**src/rtl/wb_sad_minmax_finder_if.sv**
```systemverilog
// Bundle between the MEM/WB register, the min/max finder and the register file.
interface wb_sad_minmax_finder_if #(
    parameter int DATA_W = 32,
    parameter int ADDR_W = 5
);
    logic              allow_find_in;
    logic              small_big_find_in;
    logic [ADDR_W-1:0] RdAddress_in;
    logic [DATA_W-1:0] sadResult_wire_1_in;
    logic [DATA_W-1:0] sadResult_wire_2_in;
    logic [DATA_W-1:0] sadResult_wire_3_in;
    logic [DATA_W-1:0] sadResult_wire_4_in;
    logic [DATA_W-1:0] sadResult_wire_5_in;
    logic [DATA_W-1:0] sadResult_wire_6_in;
    logic [DATA_W-1:0] sadResult_wire_7_in;
    logic [DATA_W-1:0] sadResult_wire_8_in;
    logic              busy_out;
    logic              stall_out;
    logic              done_out;
    logic [DATA_W-1:0] best_value_out;
    logic [2:0]        best_index_out;
    logic              wr_en_out;
    logic [ADDR_W-1:0] wr_addr_out;
    logic [DATA_W-1:0] wr_data_out;

    modport master (
        output allow_find_in, small_big_find_in, RdAddress_in,
        output sadResult_wire_1_in, sadResult_wire_2_in, sadResult_wire_3_in, sadResult_wire_4_in,
        output sadResult_wire_5_in, sadResult_wire_6_in, sadResult_wire_7_in, sadResult_wire_8_in,
        input  busy_out, stall_out, done_out, best_value_out, best_index_out,
        input  wr_en_out, wr_addr_out, wr_data_out
    );

    modport slave (
        input  allow_find_in, small_big_find_in, RdAddress_in,
        input  sadResult_wire_1_in, sadResult_wire_2_in, sadResult_wire_3_in, sadResult_wire_4_in,
        input  sadResult_wire_5_in, sadResult_wire_6_in, sadResult_wire_7_in, sadResult_wire_8_in,
        output busy_out, stall_out, done_out, best_value_out, best_index_out,
        output wr_en_out, wr_addr_out, wr_data_out
    );
endinterface

```
**src/rtl/wb_sad_minmax_finder.sv**
```systemverilog
// Writeback-stage iterative min/max finder over eight latched SAD results.
// One unsigned compare per cycle; a single register-file write in DONE.
module wb_sad_minmax_finder #(
    parameter int DATA_W  = 32,
    parameter int NUM_SAD = 8,
    parameter int ADDR_W  = 5
) (
    input logic                   clk,
    input logic                   rst,
    wb_sad_minmax_finder_if.slave bus
);
    localparam int IDX_W = $clog2(NUM_SAD);

    typedef enum logic [1:0] {IDLE, SCAN, DONE} state_t;

    state_t            r_state;
    state_t            w_next;
    logic [DATA_W-1:0] r_sad [NUM_SAD];
    logic [DATA_W-1:0] w_sad_in [NUM_SAD];
    logic              r_mode;
    logic [ADDR_W-1:0] r_rd;
    logic [DATA_W-1:0] r_best;
    logic [IDX_W-1:0]  r_idx;
    logic [IDX_W-1:0]  r_cnt;
    logic              w_busy;
    logic              w_done;
    logic              w_wr_en;
    logic              w_take;

    assign w_sad_in[0] = bus.sadResult_wire_1_in;
    assign w_sad_in[1] = bus.sadResult_wire_2_in;
    assign w_sad_in[2] = bus.sadResult_wire_3_in;
    assign w_sad_in[3] = bus.sadResult_wire_4_in;
    assign w_sad_in[4] = bus.sadResult_wire_5_in;
    assign w_sad_in[5] = bus.sadResult_wire_6_in;
    assign w_sad_in[6] = bus.sadResult_wire_7_in;
    assign w_sad_in[7] = bus.sadResult_wire_8_in;

    // Strict compare keeps the incumbent on ties, so the lowest index wins.
    assign w_take = r_mode ? (r_sad[r_cnt] > r_best) : (r_sad[r_cnt] < r_best);

    // State register.
    always_ff @(posedge clk or posedge rst) begin
        if (rst) r_state <= IDLE;
        else     r_state <= w_next;
    end

    // Next-state and state-decoded outputs.
    always_comb begin
        w_next  = r_state;
        w_busy  = 1'b0;
        w_done  = 1'b0;
        w_wr_en = 1'b0;
        case (r_state)
            IDLE: if (bus.allow_find_in) w_next = SCAN;
            SCAN: begin
                w_busy = 1'b1;
                if (r_cnt == IDX_W'(NUM_SAD - 1)) w_next = DONE;
            end
            DONE: begin
                w_busy  = 1'b1;
                w_done  = 1'b1;
                w_wr_en = (r_rd != '0);   // x0 is hardwired, never written
                w_next  = IDLE;
            end
            default: w_next = IDLE;
        endcase
    end

    // Operand capture at start, then one compare-and-replace per SCAN cycle.
    always_ff @(posedge clk or posedge rst) begin
        if (rst) begin
            for (int i = 0; i < NUM_SAD; i++) r_sad[i] <= '0;
            r_mode <= 1'b0;
            r_rd   <= '0;
            r_best <= '0;
            r_idx  <= '0;
            r_cnt  <= '0;
        end else begin
            case (r_state)
                IDLE: if (bus.allow_find_in) begin
                    for (int i = 0; i < NUM_SAD; i++) r_sad[i] <= w_sad_in[i];
                    r_mode <= bus.small_big_find_in;
                    r_rd   <= bus.RdAddress_in;
                    r_best <= w_sad_in[0];
                    r_idx  <= '0;
                    r_cnt  <= IDX_W'(1);
                end
                SCAN: begin
                    if (w_take) begin
                        r_best <= r_sad[r_cnt];
                        r_idx  <= r_cnt;
                    end
                    r_cnt <= r_cnt + IDX_W'(1);
                end
                default: ;
            endcase
        end
    end

    assign bus.busy_out       = w_busy;
    assign bus.stall_out      = w_busy;
    assign bus.done_out       = w_done;
    assign bus.best_value_out = r_best;
    assign bus.best_index_out = 3'(r_idx);
    assign bus.wr_en_out      = w_wr_en;
    assign bus.wr_addr_out    = r_rd;
    assign bus.wr_data_out    = r_best;
endmodule

```
**src/flat_wrapper.sv**
```systemverilog
// flat-port wrapper written by rule: the top's interface ports become plain ports
module wb_sad_minmax_finder_flat 
#(
    parameter int DATA_W  = 32,
    parameter int NUM_SAD = 8,
    parameter int ADDR_W  = 5
)
  (clk, rst, bus_allow_find_in, bus_small_big_find_in, bus_RdAddress_in, bus_sadResult_wire_1_in, bus_sadResult_wire_2_in, bus_sadResult_wire_3_in, bus_sadResult_wire_4_in, bus_sadResult_wire_5_in, bus_sadResult_wire_6_in, bus_sadResult_wire_7_in, bus_sadResult_wire_8_in, bus_busy_out, bus_stall_out, bus_done_out, bus_best_value_out, bus_best_index_out, bus_wr_en_out, bus_wr_addr_out, bus_wr_data_out);
  wb_sad_minmax_finder_if #(.DATA_W(DATA_W), .ADDR_W(ADDR_W)) bus_i ();
  input logic clk;
  input logic rst;
  input wire logic [$bits(bus_i.allow_find_in)-1:0] bus_allow_find_in;
  input wire logic [$bits(bus_i.small_big_find_in)-1:0] bus_small_big_find_in;
  input wire logic [$bits(bus_i.RdAddress_in)-1:0] bus_RdAddress_in;
  input wire logic [$bits(bus_i.sadResult_wire_1_in)-1:0] bus_sadResult_wire_1_in;
  input wire logic [$bits(bus_i.sadResult_wire_2_in)-1:0] bus_sadResult_wire_2_in;
  input wire logic [$bits(bus_i.sadResult_wire_3_in)-1:0] bus_sadResult_wire_3_in;
  input wire logic [$bits(bus_i.sadResult_wire_4_in)-1:0] bus_sadResult_wire_4_in;
  input wire logic [$bits(bus_i.sadResult_wire_5_in)-1:0] bus_sadResult_wire_5_in;
  input wire logic [$bits(bus_i.sadResult_wire_6_in)-1:0] bus_sadResult_wire_6_in;
  input wire logic [$bits(bus_i.sadResult_wire_7_in)-1:0] bus_sadResult_wire_7_in;
  input wire logic [$bits(bus_i.sadResult_wire_8_in)-1:0] bus_sadResult_wire_8_in;
  output wire logic [$bits(bus_i.busy_out)-1:0] bus_busy_out;
  output wire logic [$bits(bus_i.stall_out)-1:0] bus_stall_out;
  output wire logic [$bits(bus_i.done_out)-1:0] bus_done_out;
  output wire logic [$bits(bus_i.best_value_out)-1:0] bus_best_value_out;
  output wire logic [$bits(bus_i.best_index_out)-1:0] bus_best_index_out;
  output wire logic [$bits(bus_i.wr_en_out)-1:0] bus_wr_en_out;
  output wire logic [$bits(bus_i.wr_addr_out)-1:0] bus_wr_addr_out;
  output wire logic [$bits(bus_i.wr_data_out)-1:0] bus_wr_data_out;
  assign bus_i.allow_find_in = bus_allow_find_in;
  assign bus_i.small_big_find_in = bus_small_big_find_in;
  assign bus_i.RdAddress_in = bus_RdAddress_in;
  assign bus_i.sadResult_wire_1_in = bus_sadResult_wire_1_in;
  assign bus_i.sadResult_wire_2_in = bus_sadResult_wire_2_in;
  assign bus_i.sadResult_wire_3_in = bus_sadResult_wire_3_in;
  assign bus_i.sadResult_wire_4_in = bus_sadResult_wire_4_in;
  assign bus_i.sadResult_wire_5_in = bus_sadResult_wire_5_in;
  assign bus_i.sadResult_wire_6_in = bus_sadResult_wire_6_in;
  assign bus_i.sadResult_wire_7_in = bus_sadResult_wire_7_in;
  assign bus_i.sadResult_wire_8_in = bus_sadResult_wire_8_in;
  assign bus_busy_out = bus_i.busy_out;
  assign bus_stall_out = bus_i.stall_out;
  assign bus_done_out = bus_i.done_out;
  assign bus_best_value_out = bus_i.best_value_out;
  assign bus_best_index_out = bus_i.best_index_out;
  assign bus_wr_en_out = bus_i.wr_en_out;
  assign bus_wr_addr_out = bus_i.wr_addr_out;
  assign bus_wr_data_out = bus_i.wr_data_out;
  wb_sad_minmax_finder #(.DATA_W(DATA_W), .NUM_SAD(NUM_SAD), .ADDR_W(ADDR_W)) u_core (.clk(clk), .rst(rst), .bus(bus_i));
endmodule
```
**config.mk**
```make
export PLATFORM = sky130hd
export DESIGN_NAME = wb_sad_minmax_finder_flat
export DESIGN_NICKNAME = d
export VERILOG_FILES = /design/src/rtl/wb_sad_minmax_finder_if.sv /design/src/rtl/wb_sad_minmax_finder.sv /design/src/flat_wrapper.sv
export SDC_FILE = /design/constraint.sdc
export NUM_CORES = 1
export LEC_CHECK = 0
export ABC_AREA = 1
export ABC_CLOCK_PERIOD_IN_PS = 15800
export BUFFER_PORTS_ARGS = -buffer_cell sky130_fd_sc_hd__buf_4
export CAP_MARGIN = 20
export CORE_MARGIN = 2
export CORE_UTILIZATION = 45
export CTS_BUF_LIST = sky130_fd_sc_hd__clkbuf_16
export CTS_CLUSTER_SIZE = 8
export DETAILED_ROUTE_END_ITERATION = 10
export PLACE_DENSITY = 0.73
export SLEW_MARGIN = 40
export SYNTH_ARGS = -nofsm -noshare
export SYNTH_HDL_FRONTEND = slang
export SYNTH_SLANG_ARGS = --single-unit
```
**constraint.sdc**
```tcl
create_clock -name clk -period 15.8 [get_ports clk]
set_input_delay 1.58 -clock clk [delete_from_list [all_inputs] [get_ports clk]]
set_output_delay 1.58 -clock clk [all_outputs]
set_load 0.005 [all_outputs]
```
==> qor.yml <==
status:
  status: "complete, no violations"
final_layout:
  area_growth_pct: 24.5
  seq_area_um2: 7560
  drive_gt1_share_pct: 30.0
  final_cell_area_um2: 18800
  multiInputGateArea_um2: 6250
  fillers: 2892
  fin_cells: 2368
  layout_commonest_cell: "buf_4"
  fin_util_pct: 56.5
  nNetsFinal: 2216
  final_cell_mix: "buf_4 (343), dfrtp_1 (300), nand2_1 (263)"
global_routing:
  antenna_found_initial: 1
  grt_first_pass_wirelength_um: 66600
  grt_max_degree: 186
  grt_overflow_total: 0
  grt_pass1_vias: 12400
  grt_usage_pct: 23.9
clock_network:
  root_buffer: "clkbuf_16"
  cts-resized-gates: 0
  clk_latency_ns: 0.54
  clkTransAtPathRegs_ns: 0.05
  clock-sinks: 302
  cts_buffer_depth: 3
  cts_hold_buf: 0
  cts_htree_levels: 2
  cts_buffers: 43
  cts_setup_buffers: 0
  cts_tree: "built"
timing:
  slew_viol_final: 0
  hold_ws_ns: 0.466
  fin_ws_ns: 11.05
  setup_tns_ns: 0
  hold_viol_final: 0
  skew_ns: 0.0254
  setup_viol: 0
  rsz0062_at_grt: "no"
  relSlewSlack_pct: 47.9
  period_minus_slack_ns: 4.75
  fin_crit_sh_pct: 30.1
  worstMarginPinSlew_ns: 0.782
  fmax_ghz: 0.210
logic_synthesis:
  synth_warnings: 0
  ys_seq_area_share_pct: 50.0
  syn_area_per_cell_um2: 9.11
  synth_cell_types: 30
  syn-num-nets: 1959
  syn_area_um2: 15100
  ys_ff_latch: 302
  synthCells: 1657
critical_path:
  r2r_start: "u_core.r_cnt[0]"
  arrival_ns: 5.21
  cp_max_fo: 77
  startpoint: "u_core.r_cnt[0]"
  critical_path_class: "reg -> reg"
  critPathCaptureType: "register"
  start_kind: "register"
  worstPathRequired_ns: 16.26
die:
  initial_core_util_pct: 45.4
  die_h_um: 187
  num_rows: 67
  ios: 341
  die-area_um2: 35000
  dieWidth_um: 187
  coreArea_um2: 33300
pwr:
  total_power_mw: 4.17
  powerDensity_nw_per_um2: 222
  ir_drop_mv: 0.122
  p_leak_nw: 9.21
routing:
  vias_per_cell: 5.23
  wire_per_inst_um: 17.9
  vias: 12400
  routed_wirelength_um: 42300
  drc_errors: 0
  first_iter_violations: 730
  ant_nets: 0
  firstDrtPassIters: 5
placement:
  dpl_cell_area_um2: 17600
  gp_congestion: 0.866
  placed_cells_incl_taps: 2316
  post-place-ws_ns: 11.08
  io_buffers: 340
  dp_hpwl_um: 29300
run:
  max-cap-violations: 0
min_path:
  min-delay-start: "u_core.bus.best_index_out[0]"
  hold_class: "reg -> reg"
==> state kept, by name, summed over array words and instances, names as in the netlist <==
| register | flops |
|---|---|
| u_core.bus.best_index_out | 3 |
| u_core.bus.wr_addr_out | 5 |
| u_core.r_cnt | 3 |
| u_core.r_sad | 256 |
| u_core.r_state | 2 |
| u_core.r_mode | 1 |
| u_core.bus.best_value_out | 32 |
==> final timing paths <==
check	end	slack, ns	cells past startpoint
max	u_core.bus.best_value_out[12]	11.05	20
min	u_core.bus.best_index_out[0]	0.47	2
max reg2reg	u_core.bus.best_value_out[12]	11.05	20
min reg2reg	u_core.bus.best_index_out[0]	0.47	2
max in group asynchronous	u_core.r_sad[188]	13.32	4
min in group asynchronous	u_core.r_sad[2]	1.15	2
==> Yosys cell counts (all sizes together) <==
master  instances  share of area (%)
o21ai         263                8.7
or2             1              0.041
inv           144                3.6
nand4           3               0.12
clkbuf         41                1.0
nand3          44                1.6
nor3            4               0.13
dfrtp         302                 50
a21o            1              0.050
mux2          165                 12
o41ai           1              0.058
o211ai          1              0.050
buf            98                4.2
nor2          142                3.5
ha             37                3.1
nand2         266                6.7
a21oi         142                4.7
a31oi           2              0.083
==> cells by family (layout without fill, tap and decap cells) <==
kind of cell               after synthesis  in the layout  share of synthesized area (%)
muxes                                  165            165                           12.3
and+or+nand+nor                        460            460                           12.1
adders and majority gates               37             37                           3.07
buffers and inverters                  283            545                           8.80
DFF                                    302            302                           50.0
other                                    0              1                              0
AOI/OAI and AO/OA                      410            410                           13.7
==> where the power goes <==
| part | internal [mW] | switching [mW] | leakage [nW] |
|---|---|---|---|
| Combinational | 0.823 | 1.12 | 5.10 |
| Sequential | 1.16 | 0.253 | 3.54 |
| Clock | 0.488 | 0.325 | 0.575 |
| Total | 2.48 | 1.70 | 9.21 |
==> critical path: stages (launching register included) <==
cell	delay (ns)
dfrtp_4	0.63
inv_4	0.59
buf_4	0.64
nor2_1	0.08
o21ai_1	0.18
a21oi_1	0.07
a31oi_1	0.26
ha_1	0.31
nand2_1	0.11
nor2_2	0.06
nand2_2	0.08
nor2_1	0.05
nand2_1	0.06
nand2_1	0.05
nor2_1	0.19
nand2_1	0.08
nand2_1	0.11
nand3_4	0.38
nand2_4	0.52
nand2_1	0.10
nand2_1	0.08
==> routing by layer <==
metal	track usage, %	part of all wire, %	routed length (um)
met1	33.3	45	19100
met2	36.7	45	18900
met3	5.70	7.5	3160
met5	0	0	0
met4	7.97	2.8	1180
==> cell type report <==
| class | instances | area share (%) |
|---|---|---|
| tap | 448 | 2.98 |
| multi-input combinational | 1072 | 33.3 |
| antenna | 1 | 0.0133 |
| clock inverter | 6 | 0.213 |
| sequential | 302 | 40.2 |
| inverter | 144 | 2.96 |
| clock buffer | 44 | 5.86 |
| timing repair buffer | 351 | 14.5 |
(Power assumes the default switching activity.)
